## src/rtl/tx_drain_scheduler_pkg.sv

```systemverilog
// Shared types and default sizing for the transmit drain scheduler.
// Optional per-source byte counters are enabled by TX_DRAIN_STATS_EN.
package tx_sched_pkg;

   localparam int ADDR_W_DEF    = 4;
   localparam int DATA_W_DEF    = 8;
   localparam int BURST_MAX_DEF = 4;

   typedef enum logic [1:0] {
      IDLE    = 2'd0,
      READ    = 2'd1,
      CAPTURE = 2'd2,
      XFER    = 2'd3
   } sched_state_t;

   typedef enum logic {
      SRC_MEM1 = 1'b0,
      SRC_MEM2 = 1'b1
   } src_t;

endpackage

```

## src/rtl/tx_drain_scheduler_if.sv

```systemverilog
// Byte-stream valid/ready bundle between the scheduler and the consumer.
interface tx_drain_scheduler_if #(
   parameter int DATA_W = 8
);

   logic [DATA_W-1:0] out_data;
   logic              out_src;
   logic              out_valid;
   logic              out_ready;

   modport master (
      output out_data,
      output out_src,
      output out_valid,
      input  out_ready
   );

   modport slave (
      input  out_data,
      input  out_src,
      input  out_valid,
      output out_ready
   );

endinterface

```

## src/rtl/tx_drain_scheduler_rr_arbiter2.sv

```systemverilog
// Two-requester round-robin arbiter; last grant moves only on a take strobe.
module rr_arbiter2
   import tx_sched_pkg::*;
(
   input  logic clock,
   input  logic reset,
   input  logic req1,
   input  logic req2,
   input  logic take,
   output logic gnt_vld,
   output src_t gnt
);

   src_t last_q;
   src_t last_d;

   always_comb begin
      gnt_vld = req1 | req2;
      gnt     = SRC_MEM1;
      priority case (1'b1)
         (req1 && req2): gnt = (last_q == SRC_MEM1) ? SRC_MEM2 : SRC_MEM1;
         req1:           gnt = SRC_MEM1;
         req2:           gnt = SRC_MEM2;
         default:        gnt = SRC_MEM1;
      endcase
      last_d = last_q;
      if (take && gnt_vld) last_d = gnt;
   end

   // Reset to mem2 so mem1 wins the first tie.
   always_ff @(posedge clock or posedge reset) begin
      if (reset) last_q <= SRC_MEM2;
      else       last_q <= last_d;
   end

endmodule

```

## src/rtl/tx_drain_scheduler.sv

```systemverilog
// Drains two transmit memories through their read ports into one byte stream.
// Define TX_DRAIN_STATS_EN to add saturating per-source byte counters.
module tx_drain_scheduler
   import tx_sched_pkg::*;
#(
   parameter int ADDR_W    = ADDR_W_DEF,
   parameter int DATA_W    = DATA_W_DEF,
   parameter int BURST_MAX = BURST_MAX_DEF
) (
   input  logic              clock,
   input  logic              reset,
   input  logic              enable,
   input  logic [ADDR_W:0]   mem1_wr_ptr,
   input  logic [ADDR_W:0]   mem2_wr_ptr,
   output logic [ADDR_W:0]   mem1_rd_ptr,
   output logic [ADDR_W:0]   mem2_rd_ptr,
   output logic              mem1_renb,
   output logic [ADDR_W-1:0] mem1_addrb,
   input  logic [DATA_W-1:0] mem1_doutb,
   output logic              mem2_renb,
   output logic [ADDR_W-1:0] mem2_addrb,
   input  logic [DATA_W-1:0] mem2_doutb,
   tx_drain_scheduler_if.master bus,
   output logic              busy,
   output logic [2:0]        sched_state
`ifdef TX_DRAIN_STATS_EN
   ,
   input  logic              stats_clr,
   output logic [15:0]       mem1_byte_cnt,
   output logic [15:0]       mem2_byte_cnt
`endif
);

   localparam int PW = ADDR_W + 1;
   localparam int CW = ADDR_W + 1;

   localparam logic [1:0] S_IDLE    = IDLE;
   localparam logic [1:0] S_READ    = READ;
   localparam logic [1:0] S_CAPTURE = CAPTURE;
   localparam logic [1:0] S_XFER    = XFER;

   localparam logic [CW-1:0] BMAX = CW'(BURST_MAX);

   logic [1:0]        state_q, state_d;
   src_t              src_q, src_d;
   logic [CW-1:0]     burst_q, burst_d;
   logic [PW-1:0]     rd1_q, rd1_d;
   logic [PW-1:0]     rd2_q, rd2_d;
   logic [DATA_W-1:0] data_q, data_d;
   logic              osrc_q, osrc_d;

   logic [PW-1:0] avail1;
   logic [PW-1:0] avail2;
   logic [PW-1:0] avail_cur;
   logic [CW-1:0] burst_inc;
   logic          take;
   logic          gnt_vld;
   src_t          gnt;
   logic          hs;

   assign avail1    = mem1_wr_ptr - rd1_q;
   assign avail2    = mem2_wr_ptr - rd2_q;
   assign avail_cur = (src_q == SRC_MEM2) ? avail2 : avail1;
   assign burst_inc = burst_q + CW'(1);
   assign hs        = (state_q == S_XFER) && bus.out_ready;

   rr_arbiter2 u_arb (
      .clock   (clock),
      .reset   (reset),
      .req1    (avail1 != '0),
      .req2    (avail2 != '0),
      .take    (take),
      .gnt_vld (gnt_vld),
      .gnt     (gnt)
   );

   always_comb begin
      state_d   = state_q;
      src_d     = src_q;
      burst_d   = burst_q;
      rd1_d     = rd1_q;
      rd2_d     = rd2_q;
      data_d    = data_q;
      osrc_d    = osrc_q;
      take      = 1'b0;
      mem1_renb = 1'b0;
      mem2_renb = 1'b0;
      unique case (state_q)
         S_IDLE: begin
            if (enable && gnt_vld) begin
               take    = 1'b1;
               src_d   = gnt;
               burst_d = '0;
               state_d = S_READ;
            end
         end
         S_READ: begin
            if (src_q == SRC_MEM2) mem2_renb = 1'b1;
            else                   mem1_renb = 1'b1;
            state_d = S_CAPTURE;
         end
         S_CAPTURE: begin
            data_d  = (src_q == SRC_MEM2) ? mem2_doutb : mem1_doutb;
            osrc_d  = src_q;
            state_d = S_XFER;
         end
         S_XFER: begin
            if (bus.out_ready) begin
               if (src_q == SRC_MEM2) rd2_d = rd2_q + PW'(1);
               else                   rd1_d = rd1_q + PW'(1);
               burst_d = burst_inc;
               // Live wr_ptr feeds avail, so fresh writes can stretch the burst.
               if (enable && (burst_inc < BMAX) && (avail_cur > PW'(1)))
                  state_d = S_READ;
               else
                  state_d = S_IDLE;
            end
         end
         default: state_d = S_IDLE;
      endcase
   end

   always_ff @(posedge clock or posedge reset) begin
      if (reset) begin
         state_q <= S_IDLE;
         src_q   <= SRC_MEM1;
         burst_q <= '0;
         rd1_q   <= '0;
         rd2_q   <= '0;
         data_q  <= '0;
         osrc_q  <= 1'b0;
      end else begin
         state_q <= state_d;
         src_q   <= src_d;
         burst_q <= burst_d;
         rd1_q   <= rd1_d;
         rd2_q   <= rd2_d;
         data_q  <= data_d;
         osrc_q  <= osrc_d;
      end
   end

   assign mem1_addrb    = mem1_renb ? rd1_q[ADDR_W-1:0] : '0;
   assign mem2_addrb    = mem2_renb ? rd2_q[ADDR_W-1:0] : '0;
   assign mem1_rd_ptr   = rd1_q;
   assign mem2_rd_ptr   = rd2_q;
   assign bus.out_data  = data_q;
   assign bus.out_src   = osrc_q;
   assign bus.out_valid = (state_q == S_XFER);
   assign busy          = (state_q != S_IDLE);
   assign sched_state   = {1'b0, state_q};

`ifdef TX_DRAIN_STATS_EN
   logic [15:0] cnt1_q, cnt1_d;
   logic [15:0] cnt2_q, cnt2_d;

   always_comb begin
      cnt1_d = cnt1_q;
      cnt2_d = cnt2_q;
      if (stats_clr) begin
         cnt1_d = '0;
         cnt2_d = '0;
      end else if (hs) begin
         if (osrc_q && (cnt2_q != 16'hFFFF))  cnt2_d = cnt2_q + 16'd1;
         if (!osrc_q && (cnt1_q != 16'hFFFF)) cnt1_d = cnt1_q + 16'd1;
      end
   end

   always_ff @(posedge clock or posedge reset) begin
      if (reset) begin
         cnt1_q <= '0;
         cnt2_q <= '0;
      end else begin
         cnt1_q <= cnt1_d;
         cnt2_q <= cnt2_d;
      end
   end

   assign mem1_byte_cnt = cnt1_q;
   assign mem2_byte_cnt = cnt2_q;
`else
   logic unused_hs;
   assign unused_hs = hs;
`endif

endmodule

```

## src/flat_wrapper.sv

```systemverilog
// flat-port wrapper written by rule: the top's interface ports become plain ports
module tx_drain_scheduler_flat import tx_sched_pkg::*;
#(
   parameter int ADDR_W    = ADDR_W_DEF,
   parameter int DATA_W    = DATA_W_DEF,
   parameter int BURST_MAX = BURST_MAX_DEF
)
  (clock, reset, enable, mem1_wr_ptr, mem2_wr_ptr, mem1_rd_ptr, mem2_rd_ptr, mem1_renb, mem1_addrb, mem1_doutb, mem2_renb, mem2_addrb, mem2_doutb, busy, sched_state, bus_out_data, bus_out_src, bus_out_valid, bus_out_ready);
  tx_drain_scheduler_if #(.DATA_W(DATA_W)) bus_i ();
  input  logic clock;
  input  logic reset;
  input  logic enable;
  input  logic [ADDR_W:0] mem1_wr_ptr;
  input  logic [ADDR_W:0] mem2_wr_ptr;
  output logic [ADDR_W:0] mem1_rd_ptr;
  output logic [ADDR_W:0] mem2_rd_ptr;
  output logic mem1_renb;
  output logic [ADDR_W-1:0] mem1_addrb;
  input  logic [DATA_W-1:0] mem1_doutb;
  output logic mem2_renb;
  output logic [ADDR_W-1:0] mem2_addrb;
  input  logic [DATA_W-1:0] mem2_doutb;
  output logic busy;
  output logic [2:0] sched_state;
  output wire logic [$bits(bus_i.out_data)-1:0] bus_out_data;
  output wire logic [$bits(bus_i.out_src)-1:0] bus_out_src;
  output wire logic [$bits(bus_i.out_valid)-1:0] bus_out_valid;
  input wire logic [$bits(bus_i.out_ready)-1:0] bus_out_ready;
  assign bus_out_data = bus_i.out_data;
  assign bus_out_src = bus_i.out_src;
  assign bus_out_valid = bus_i.out_valid;
  assign bus_i.out_ready = bus_out_ready;
  tx_drain_scheduler #(.ADDR_W(ADDR_W), .DATA_W(DATA_W), .BURST_MAX(BURST_MAX)) u_core (.clock(clock), .reset(reset), .enable(enable), .mem1_wr_ptr(mem1_wr_ptr), .mem2_wr_ptr(mem2_wr_ptr), .mem1_rd_ptr(mem1_rd_ptr), .mem2_rd_ptr(mem2_rd_ptr), .mem1_renb(mem1_renb), .mem1_addrb(mem1_addrb), .mem1_doutb(mem1_doutb), .mem2_renb(mem2_renb), .mem2_addrb(mem2_addrb), .mem2_doutb(mem2_doutb), .bus(bus_i), .busy(busy), .sched_state(sched_state));
endmodule
```

## config.mk

```make
export PLATFORM = sky130hd
export DESIGN_NAME = tx_drain_scheduler_flat
export DESIGN_NICKNAME = d
export VERILOG_FILES = /design/src/rtl/tx_drain_scheduler_pkg.sv /design/src/rtl/tx_drain_scheduler_if.sv /design/src/rtl/tx_drain_scheduler_rr_arbiter2.sv /design/src/rtl/tx_drain_scheduler.sv /design/src/flat_wrapper.sv
export SDC_FILE = /design/constraint.sdc
export NUM_CORES = 1
export LEC_CHECK = 0
export ABC_AREA = 1
export CORE_MARGIN = 2
export CORE_UTILIZATION = 35
export CTS_CLUSTER_SIZE = 16
export DETAILED_ROUTE_END_ITERATION = 6
export HOLD_SLACK_MARGIN = 0.05
export RECOVER_POWER = 25
export SLEW_MARGIN = 20
export SYNTH_ARGS = -nofsm -noshare
export SYNTH_HDL_FRONTEND = slang
export SYNTH_SLANG_ARGS = --single-unit
```

## constraint.sdc

```tcl
create_clock -name clock -period 3.09 [get_ports clock]
set_input_delay 0.4635 -clock clock [delete_from_list [all_inputs] [get_ports clock]]
set_output_delay 0.4635 -clock clock [all_outputs]
set_load 0.01 [all_outputs]
```

### Yosys cells after proc, flatten, opt, wreduce, memory -nomap -nowiden

Cells that the tools add are included.
Widths: inputs -> output; s select.

* bits in writable memories: 0
* memories kept: 0
* bits in latches: 0
* memory bits (read-only): 0
* register bits after elaboration: 28
* output and inout port bits: 34
* input port bits: 30

* add/subtract/negate cells: 5
* equality and inequality tests: 5
* $lt $le $gt $ge: 2
* shifts and indexed selects: 0
* multiply operators: 0
* mux-type cells: 21
* reduce and logical (&&, ||, !) cells: 15
* bitwise gates (word level): 2
* div/mod/pow operators: 0

Operators with widths (count)
* $add 5x1->5 const B: 3
* $mux 5: 3
* $mux 1: 11
* $pmux 5 s2: 1
* $reduce_bool 5->1: 2
* $sub 5x5->5: 2
* $reduce_and 3->1: 3
* $mux 4: 2
* $mux 8: 1
* $pmux 2 s4: 1
* $gt 5x1->1 const B: 1
* $logic_and 1x1->1: 5
* $lt 5x3->1 const B: 1
* $eq 2x2->1 const B: 2
* $mux 2: 2
* $ne 2x1->1 const B: 2
* $reduce_and 2->1: 2
* $reduce_bool 2->1: 2
* $eq 2x1->1 const B: 1
* $logic_not 2->1: 1
* $not 1->1: 1
* $or 1x1->1: 1

### Depth between registers and ports, before layout

Gate-level depths: netlist of the first run.

* depth after elaboration: 7
* depth in mapped cells: 16

### By module

Synthesis of the first run repeated with hierarchy kept, for this count alone.

* cell total of the unflattened synthesis: 235
* area, all modules: 1829.3 µm²

By module, submodules not included
* tx_drain_scheduler: instances 1, area each 1764.2 µm², cells an instance 226, seq. area each 675.6 µm²
* rr_arbiter2: instances 1, area each 65.1 µm², cells an instance 9, seq. area each 26.3 µm²

### Least setup slack after synthesis of the first run

No wires, ideal clock.

* kind: input to register
* start: input port mem2_wr_ptr[0]
* end: register u_core.burst_q[0]
* path buffers: 0
* arrival: 1.896 ns
* cell stages on the path: 13
* slack: 1.077 ns
* cell sequence: inv_1 > ha_1 > inv_1 > fa_1 > nand3b_1 > nor2_1 > nand2_1 > nor2_2 > nand2_1 > nand2_2 > nand2_4 > nand3b_1 > nand2_1

* cells in the longest elaborated chain, start to end: 6

RTL lines
* from (decl): RTL line flat_wrapper.sv:14 `input logic [ADDR_W:0] mem2_wr_ptr;`
* $sub 5x5->5: RTL line tx_drain_scheduler.sv:62 `assign avail2 = mem2_wr_ptr - rd2_q;`
* $reduce_bool 5->1: RTL line tx_drain_scheduler.sv:71 `.req2 (avail2 != '0),`
* $or 1x1->1: RTL line tx_drain_scheduler_rr_arbiter2.sv:18 `gnt_vld = req1 | req2;`
* $logic_and 1x1->1: RTL line tx_drain_scheduler.sv:90 `if (enable && gnt_vld) begin`
* $ne 2x1->1 (no source line)
* $reduce_and 3->1 (no source line)
* to (signal assigned): RTL line tx_drain_scheduler.sv:135 `burst_q <= burst_d;`
* to (decl): RTL line tx_drain_scheduler.sv:46 `logic [CW-1:0] burst_q, burst_d;`

Every way passes these cells.
A chain may end at the register's enable or synchronous reset.

### Final worst setup path of the first run

* start: register u_core.state_q[1]
* end: output port mem2_addrb[0]

* cells in the longest elaborated chain, start to end: 3

RTL lines
* from (decl): RTL line tx_drain_scheduler.sv:44 `logic [1:0] state_q, state_d;`
* from (signal assigned): RTL line tx_drain_scheduler.sv:133 `state_q <= state_d;`
* $eq 2x1->1: RTL line tx_drain_scheduler.sv:88 `unique case (state_q)`
* $mux 1: RTL line tx_drain_scheduler.sv:88
* $mux 4: RTL line tx_drain_scheduler.sv:144 `assign mem2_addrb = mem2_renb ? rd2_q[ADDR_W-1:0] : '0;`
* to (decl): RTL line flat_wrapper.sv:21 `output logic [ADDR_W-1:0] mem2_addrb;`

Every way passes these cells.

==> impl_metrics.toml, run 1 <==
[clock_tree]
cts_tree = "yes"
cts.sinks = 28
worst_path_clk_slew_ns = 0.10
cts_hold_repair.buffers = 0
cts.htree.levels = 1
clock_insertion_delay_at_the_later_pin_of_the_skew_report_ns = 0.28
cts_post_setup_buffers_inserted = 0
clock-root-buffer = "clkbuf_8"
numCtsBuffers = 3
cts_buffer_depth = 2
cts_repair_resize_count = 0

[route]
route.antenna.remaining_nets = 0
via_count = 1698
maxUsedRoutingLayer = "met4"
post-route-drc-count = 0
drt-vias-per-instance = 4.53
detailroute.wirelength.met2_um = 1960
met3RoutedLength_um = 292
drt_pass1_iterations = 4
dr.first_iter.drc_count = 51
post_drt_wl_per_cell_um = 11.5
route.layer.met1.wl_um = 2030
postRouteWirelength_um = 4330

[synth]
yosysSeqAreaShare = 0.377
netlist_top_cells_area = "dfrtp_1 (36%), nand2_1 (11%), ha_1 (11%)"
post_synthesis_cell_area_um2 = 1860
synthDistinctLibCells = 28
synth_fp_nets = 289
yosys_warnings = 0
synthDominantCellAreaShare = 0.363
yosys.area.top_type = "dfrtp_1"
syn_avg_cell_area_um2 = 7.72
number_of_instances_in_the_synthesized_netlist = 241
postSynthRegisterBits = 28

[hold_path]
timing.hold.worst_endpoint = "u_core.burst_q[4]"
worst_hold_launch = "u_core.burst_q[4]"
min_delay_path_depth = 2
worstHoldPathType = "reg2reg"

[setup_path]
critical_path_required_ns = 2.63
crit-reg2reg-capture = "u_core.burst_q[1]"
reg2reg_slack_ns = 0.95
worst-endpoint-arrival_ns = 1.90
r2r-start = "u_core.mem1_rd_ptr[0]"
endpoint_kind = "output port"
timing.setup.critical_path_class = "reg2out"
r2r.worst_path.cells = 14
crit_path_start_kind = "flip-flop"
crit_fanout = 6

[floorplan]
initial_utilization = 0.364
core_area_um2 = 5110
die-height_um = 76.9
die_width_um = 76.9
rows = 26
ios = 64
fp.dieArea_um2 = 5920

[place]
placement.io_buffers = 62
place_hpwl_um = 3480
dpl_worst_slack_ns = 0.468
placed_cell_area_um2 = 2570
placed_cells_incl_taps = 371
routabilityCongestion = 0.773

[timing]
post-route-period-util = 0.766
setup_violations = 0
fin_tns_setup_ns = 0
skew_final_ns = 0.00931
timing.final.ws_setup_ns = 0.723
layout_min_cycle_time_ns = 2.37
final_max_slew_viol_count = 0
fmax_mhz = 422
slew_headroom = 0.492
whs_ns = 0.504
hold_viol = 0
worst-slew-pin-transition_ns = 0.762
rsz0062_at_grt = "no"

[finish]
leading_cell_type_in_the_layout_fill_and_taps_excluded = "clkdlybuf4s50_1"
fin_cells = 375
most-common-layout-cells = "clkdlybuf4s50_1 (61), nand2_1 (57), inv_1 (33)"
final_net_count = 354
core_util_final = 0.511
syn2layout_area_growth_pct = 40.3
antenna_cells_inserted = 0
finish.instance_area_um2 = 2610
layout-drive-gt1-share = 0.0426

[global_route]
grt_first_pass_wirelength_um = 7420
globalRouteTotalUtil = 0.155
global_route_total_overflow = 0
grt_pass1_vias = 1658
initial_antenna_violation_count = 0
grt_start_max_net_pins = 20

[flow_run]
timing.max_cap.violations = 0

[outcome]
run_status = "complete, no violations"

[power]
vdd.ir_drop.worst_mv = 0.387
report.power.total_mw = 2.30
power.leakage_nw = 1.28
power_per_cell_area_nw_per_um2 = 881
[worst max-delay path: stages (launching register included)]
cell and delay, ns:
dfrtp_1 0.46, inv_1 0.12, ha_1 0.18, nand2_1 0.16
nor2_1 0.14, clkdlybuf4s50_1 0.55
[report_power, final]
| group | switching [mW] | leakage, nW | internal, mW |
|---|---|---|---|
| Clock | 0.117 | 0.0228 | 0.0927 |
| Sequential | 0.170 | 0.330 | 0.532 |
| Combinational | 0.719 | 0.929 | 0.669 |
| Total | 1.01 | 1.28 | 1.29 |
[cells in the mapped netlist]
cell	instances
nor3b_1	2
inv_2	1
nand3_1	20
xnor2_1	5
nor3_1	1
o22ai_1	1
nand2_1	57
inv_1	33
fa_1	2
or2_1	1
a31oi_1	7
nand3_4	1
buf_4	1
nand2_4	1
clkbuf_1	4
nor2_1	30
xor2_1	7
ha_1	16
or2_2	1
nand4_1	4
dfstp_2	1
nor2_2	2
dfrtp_1	27
nand3b_1	3
o21ai_0	6
nand2_2	1
a21oi_1	5
conb_1	1
[cell families after synthesis]
kind of cell	after synthesis	share of synthesized area
other	1	0.00202
adder cells (fa/ha/maj)	18	0.129
XOR/XNOR	12	0.0565
flip-flops	28	0.377
AND/OR/NAND/NOR	124	0.298
buffers and inverters	39	0.0807
AO/OA/AOI/OAI	19	0.0565
[worst max-delay path by stage]
stage                                  from  slack (ns)                 to
after floorplan              mem2_wr_ptr[0]        1.08  u_core.burst_q[0]
after global placement       mem2_wr_ptr[0]        0.50  u_core.state_q[0]
after detailed placement     mem2_wr_ptr[0]        0.47  u_core.burst_q[1]
after CTS                 u_core.state_q[1]        0.66      mem2_addrb[0]
after global routing      u_core.state_q[1]        0.54      mem2_addrb[3]
final                     u_core.state_q[1]        0.72      mem2_addrb[0]
[final cells by class]
class                   instances  area, µm²
well taps                      70       87.6
multi-input cells             174       1010
repair buffers                 65        639
fillers                       533       2500
inverters                      34        128
clock buffers                   4       45.0
flip-flops and latches         28        702
[registers in the layout (all words and copies together) (netlist names)]
name,cells
u_core.state_q,2
u_core.mem1_rd_ptr,5
u_core.u_arb.last_q,1
u_core.bus.out_data,8
u_core.bus.out_src,1
u_core.mem2_rd_ptr,5
u_core.burst_q,5
u_core.src_q,1
[per-layer routing]
layer  vias to the layer above  global-route usage
met4                         0              0.0382
met2                        53               0.264
met3                         5              0.0365
met1                       744               0.197
met5                         -                   0
li1                        896                   -
No activity file was read; power rests on OpenSTA's default activity.
==> run 2, diff against run 1 <==
==> constraint.sdc (replaced) <==
create_clock -name clock -period 2.4 [get_ports clock]
set_input_delay 0.36 -clock clock [delete_from_list [all_inputs] [get_ports clock]]
set_output_delay 0.36 -clock clock [all_outputs]
set_load 0.01 [all_outputs]
==> run 2 against run 1 <==
Total power is 33% higher. Die area is the same. Hold slack improved by 0.012 ns. Combinational power grew 33%. The run now ends with max-capacitance violations, max-slew violations left. Final area is 1.7% higher. Clock skew down 0.0068 ns. Sequential power up 28%. Core utilization is 0.88 points higher. Count of clock-buffer cells in the layout is the same. Setup slack got worse by 0.56 ns. Largest power group unchanged. Critical path depth did not move. Highest routed layer unchanged. Largest cell class unchanged. Wire length grew 0.74%.
==> impl_metrics.toml, run 2 (synthesized netlist as in run 1, its figures left out) <==
[route]
drt_pass1_iterations = 4
dr.first_iter.drc_count = 43
postRouteWirelength_um = 4360
via_count = 1726
post_drt_wl_per_cell_um = 11.5
post-route-drc-count = 0
route.antenna.remaining_nets = 0
drt-vias-per-instance = 4.55

[power]
p_comb_frac = 0.608
power_switching_mw = 1.31
power_per_cell_area_nw_per_um2 = 1150
proportion_of_total_power_due_to_net_switching = 0.430
power.leakage_nw = 1.31
report.power.total_mw = 3.05
internal_power_mw = 1.74
vdd.ir_drop.worst_mv = 0.494
part_of_the_power_in_registers = 0.295
clock_power_share = 0.097

[finish]
multi_input_area_um2 = 1010
antenna_cells_inserted = 0
core_util_final = 0.520
nFillCells = 515
syn2layout_area_growth_pct = 42.7
largest_reg_flops = 8
leading_cell_type_in_the_layout_fill_and_taps_excluded = "clkdlybuf4s50_1"
layout-drive-gt1-share = 0.0647
most-common-layout-cells = "clkdlybuf4s50_1 (61), nand2_1 (56), inv_1 (33)"
final_net_count = 358
ff_latch_area_um2 = 702

[setup_path]
cp_top_family = "buffers and inverters"
reg2reg_slack_ns = 0.26
critical_path_required_ns = 2.04
timing.setup.critical_path_class = "reg2out"
crit_fanout = 6
worst_path_largest_cell_delay_ns = 0.55
crit_path_start_kind = "flip-flop"
endpoint_kind = "output port"
cp_num_buf_inv = 2
slowest_stage = "clkdlybuf4s50_1"
worst-endpoint-arrival_ns = 1.88
path_cells = "inv_1, ha_1, nand2_1, nor2_1, clkdlybuf4s50_1"

[floorplan]
die_width_um = 76.9
ios = 64
die-height_um = 76.9
initial_utilization = 0.364
core_area_um2 = 5110
fp.dieArea_um2 = 5920
rows = 26

[clock_tree]
cts.htree.levels = 1
cts_buffer_depth = 2
clock-root-buffer = "clkbuf_8"
worst_path_clk_slew_ns = 0.10
cts_tree = "yes"
clock_insertion_delay_at_the_later_pin_of_the_skew_report_ns = 0.27
numCtsBuffers = 3
cts.sinks = 28

[timing]
layout_min_cycle_time_ns = 2.24
whs_ns = 0.516
skew_final_ns = 0.00255
setup_violations = 0
hold_viol = 0
post-route-period-util = 0.932
final_max_slew_viol_count = 29
worst-slew-pin-transition_ns = 1.58
slew_headroom = -0.0563
rsz0062_at_grt = "no"
fmax_mhz = 447

[global_route]
grt_pass1_vias = 1670
grt_first_pass_wirelength_um = 7520
globalRouteTotalUtil = 0.154
grt_start_max_net_pins = 29
initial_antenna_violation_count = 0
global_route_total_overflow = 0

[outcome]
violations_in_the_final_reports = "max-capacitance violations, max-slew violations"
run_status = "finished, violations left"

[place]
place_hpwl_um = 3410
placement.io_buffers = 62
routabilityCongestion = 0.756

[hold_path]
worstHoldPathType = "reg2reg"

[flow_run]
timing.max_cap.violations = 1
## run 2: worst min-delay path, cell delays in order, from the launching register on
cell and delay (ns):
dfrtp_1 0.38, nand2_1 0.06, nand2_1 0.05
## run 2: worst paths after layout
kind                                       startpoint                endpoint  cells after the start
min in group asynchronous                       reset   u_core.mem2_rd_ptr[3]                      3
worst max-delay path                u_core.state_q[1]           mem1_addrb[1]                      5
worst min-delay path                u_core.burst_q[4]       u_core.burst_q[4]                      2
max in group asynchronous                       reset  u_core.bus.out_data[7]                      3
worst min register to register      u_core.burst_q[4]       u_core.burst_q[4]                      2
worst max register to register  u_core.mem1_rd_ptr[0]       u_core.burst_q[4]                     14
## run 2: cell type report
type | count | area share
clock buffer | 4 | 0.0207
inverter | 34 | 0.0481
multi-input combinational | 174 | 0.382
sequential | 28 | 0.264
tap | 70 | 0.0330
timing repair buffer | 69 | 0.252
## run 2: stage by stage
| step | setup TNS (ns) | instance area [µm²] | cells | setup WS, ns |
|---|---|---|---|---|
| after floorplan | 0 | 1860 | 241 | 0.402 |
| after global placement | -0.522 | 2600 | 375 | -0.0685 |
| after detailed placement | -0.736 | 2600 | 375 | -0.0944 |
| after CTS | 0 | 2650 | 379 | 0.0761 |
| after global routing | 0 | 2660 | 379 | 0.0102 |
| final | 0 | 2660 | 379 | 0.164 |
## run 2: repair_timing
action / CTS / global route
gates resized for setup: 0 / 2
endpoints found under the hold margin: 0 / 0
setup endpoints to repair: 0 / 2
setup buffers: 0 / 0
hold buffers: 0 / 0
## run 2: power by group through the flow
stage               Combinational (mW)  Clock (mW)  Sequential (mW)
global placement                  1.84           0            0.912
global route                      2.09       0.331            0.943
CTS                               1.87       0.312            0.902
floorplan                         1.01           0            0.933
finish                            1.85       0.296            0.900
detailed placement                1.86           0            0.913
## run 2: routing by layer
| metal | vias up | GRT usage | routed length, µm |
|---|---|---|---|
| met4 | 0 | 0.0327 | 12 |
| li1 | 900 | - | - |
| met2 | 50 | 0.257 | 1950 |
| met5 | - | 0 | 0 |
| met1 | 774 | 0.197 | 2050 |
| met3 | 2 | 0.0471 | 350 |
==> RTL edit, RTL diff (config.mk and constraints of run 2) <==
Take the reset off `rd1_q`, `rd2_q` and `data_q` and load them in a clocked block of their own.
--- a/src/rtl/tx_drain_scheduler.sv
+++ b/src/rtl/tx_drain_scheduler.sv
@@ -125,19 +125,19 @@
          state_q <= S_IDLE;
          src_q   <= SRC_MEM1;
          burst_q <= '0;
-         rd1_q   <= '0;
-         rd2_q   <= '0;
-         data_q  <= '0;
          osrc_q  <= 1'b0;
       end else begin
          state_q <= state_d;
          src_q   <= src_d;
          burst_q <= burst_d;
-         rd1_q   <= rd1_d;
-         rd2_q   <= rd2_d;
-         data_q  <= data_d;
          osrc_q  <= osrc_d;
       end
+   end
+
+   always_ff @(posedge clock) begin
+      rd1_q  <= rd1_d;
+      rd2_q  <= rd2_d;
+      data_q <= data_d;
    end
 
    assign mem1_addrb    = mem1_renb ? rd1_q[ADDR_W-1:0] : '0;
Behaviour: differs if reset is asserted again (counterexample within 4 cycles, from zero or initial values and one cycle with reset high); with reset held inactive, the same outputs for 10 cycles.
==> RTL edit against run 2 <==
- non-clock buffer count decreased by 3
- global-route usage is 0.88 points lower
- via count decreased by 7.5%
- sequential cell count stayed put
- final area down 0.80%
- final cell count shrank 5.0%
- first-iteration DRC count shrank 2.3%
- total power down 26%
- setup slack lost 1.1 ps
- area after synthesis fell by 1.0%
- wire length decreased by 5.8%
- largest power group unchanged
==> RTL edit: results (changes against run 2) <==
- Worst r2r src: u_core.mem2_rd_ptr[0]$_DFFE_PP_ (was u_core.mem1_rd_ptr[0]$_DFFE_PP0P_)
- GP Congestion: 0.819 (was 0.756)
- GRT Overall Usage: 14.6% (was 15.4%)
- First-pass iteration count of the detailed router: 4 (unchanged)
- Status: completed (was complete, but fails checks)
- Top FF cell, synth: edfxtp_1 (was dfrtp_1)
- Worst vdd ir: 0.637 mV (was 0.494 mV)
- Synth cell types: 26 (was 28)
- Register area share after synthesis: 43.0% (was 37.7%)
- Synth area leaders: edfxtp_1, nand2_1, dfrtp_1, ha_1, inv_1 (was dfrtp_1, nand2_1, ha_1, inv_1, nor2_1)
- Post-synth EDFFs: 18 (was 0)
- Seq/total area: 30.1% (was 26.4%)
- Post-layout net count: 339 (was 358)
- Async SR Flop Fraction: 35.7% (was 100%)
- Worst r2r dst: u_core.state_q[0]$_DFFE_PP0P_ (was u_core.burst_q[4]$_DFFE_PP0P_)
- Clock power share: 16.4% (was 9.7%)
- Fill cell count: 532 (was 515)
- Sw power: 0.818 mW (was 1.31 mW)
- Vias in the first global route: 1525 (was 1670)
- Bufs w/o clock: 66 (was 69)
- NonClk Buf Share: 24.4% (was 25.2%)
- Multi-input combinational area share: 34.8% (was 38.2%)
- Clk_skew: 2.69 ps (was 2.55 ps)
- Comb_multi_in: 159 (was 174)
- Ratio of cells with drive above 1 in the final layout: 6.21% (was 6.47%)
- Worst skew pair latency: 270 ps (about the same)
- Clk_buf instances: 3 (was 4)
- Drt wl/cell: 11.4 um (was 11.5 um)
- Worst-Margin Slew: 609 ps (was 1580 ps)
- Crit path to: mem2_addrb[2] (was mem1_addrb[1])
- Leakage: 1.24 nW (was 1.31 nW)
- Seq pwr share: 35.6% (was 29.5%)
- First-pass GRT wire length: 6960 um (was 7520 um)
- Maximum number of pins on one net before global-route repair: 17 (was 29)
- Inverters: 33 (was 34)
- Top cells by count, synth: nand2_1, inv_1, nand3_1, nor2_1, edfxtp_1 (was nand2_1, inv_1, nor2_1, dfrtp_1, nand3_1)
- Drt first-iter violations: 42 (was 43)
- HP Class: in -> async (was reg -> reg)
- Hpwl dp: 3280 um (was 3410 um)
- Via density: 4.44 (was 4.55)
- R2R Setup Slk: 290 ps (was 260 ps)
- Clock-cell share of area: 2.71% (was 2.07%)
- Synthesized Nets: 271 (was 289)
- R2R depth: 13 (was 14)
RTL edit: cell families (layout without fill, tap and decap cells):
group / after synthesis / in the layout / share of synthesized area (%)
simple gates: 123 / 123 / 29.6
buf+inv: 36 / 103 / 7.54
flops: 28 / 28 / 43.0
fa+ha+maj: 18 / 18 / 13.0
xor+xnor: 10 / 10 / 4.76
compound gates: 7 / 7 / 1.90
other cells: 1 / 1 / 0.204
RTL edit: through the flow:
stage          hold WS, ps  cell area, um2  cells  setup slack (ps)  power, mW
2_1_floorplan          199            1840    223               375       1.40
3_3_place_gp           482            2560    356             -83.2       1.89
3_5_place_dp           487            2560    356              -119       1.90
4_1_cts                364            2640    360               129       2.28
5_1_grt                530            2630    360             -5.65       2.42
6_report               493            2630    360               163       2.25
RTL edit: layer usage:
layer / GRT usage [%] / wire, um / up-vias
met5: 0 / 0 / -
li1: - / - / 843
met2: 24.5 / 1950 / 39
met1: 19.3 / 1920 / 713
met4: 3.09 / 23 / 0
met3: 3.08 / 211 / 2
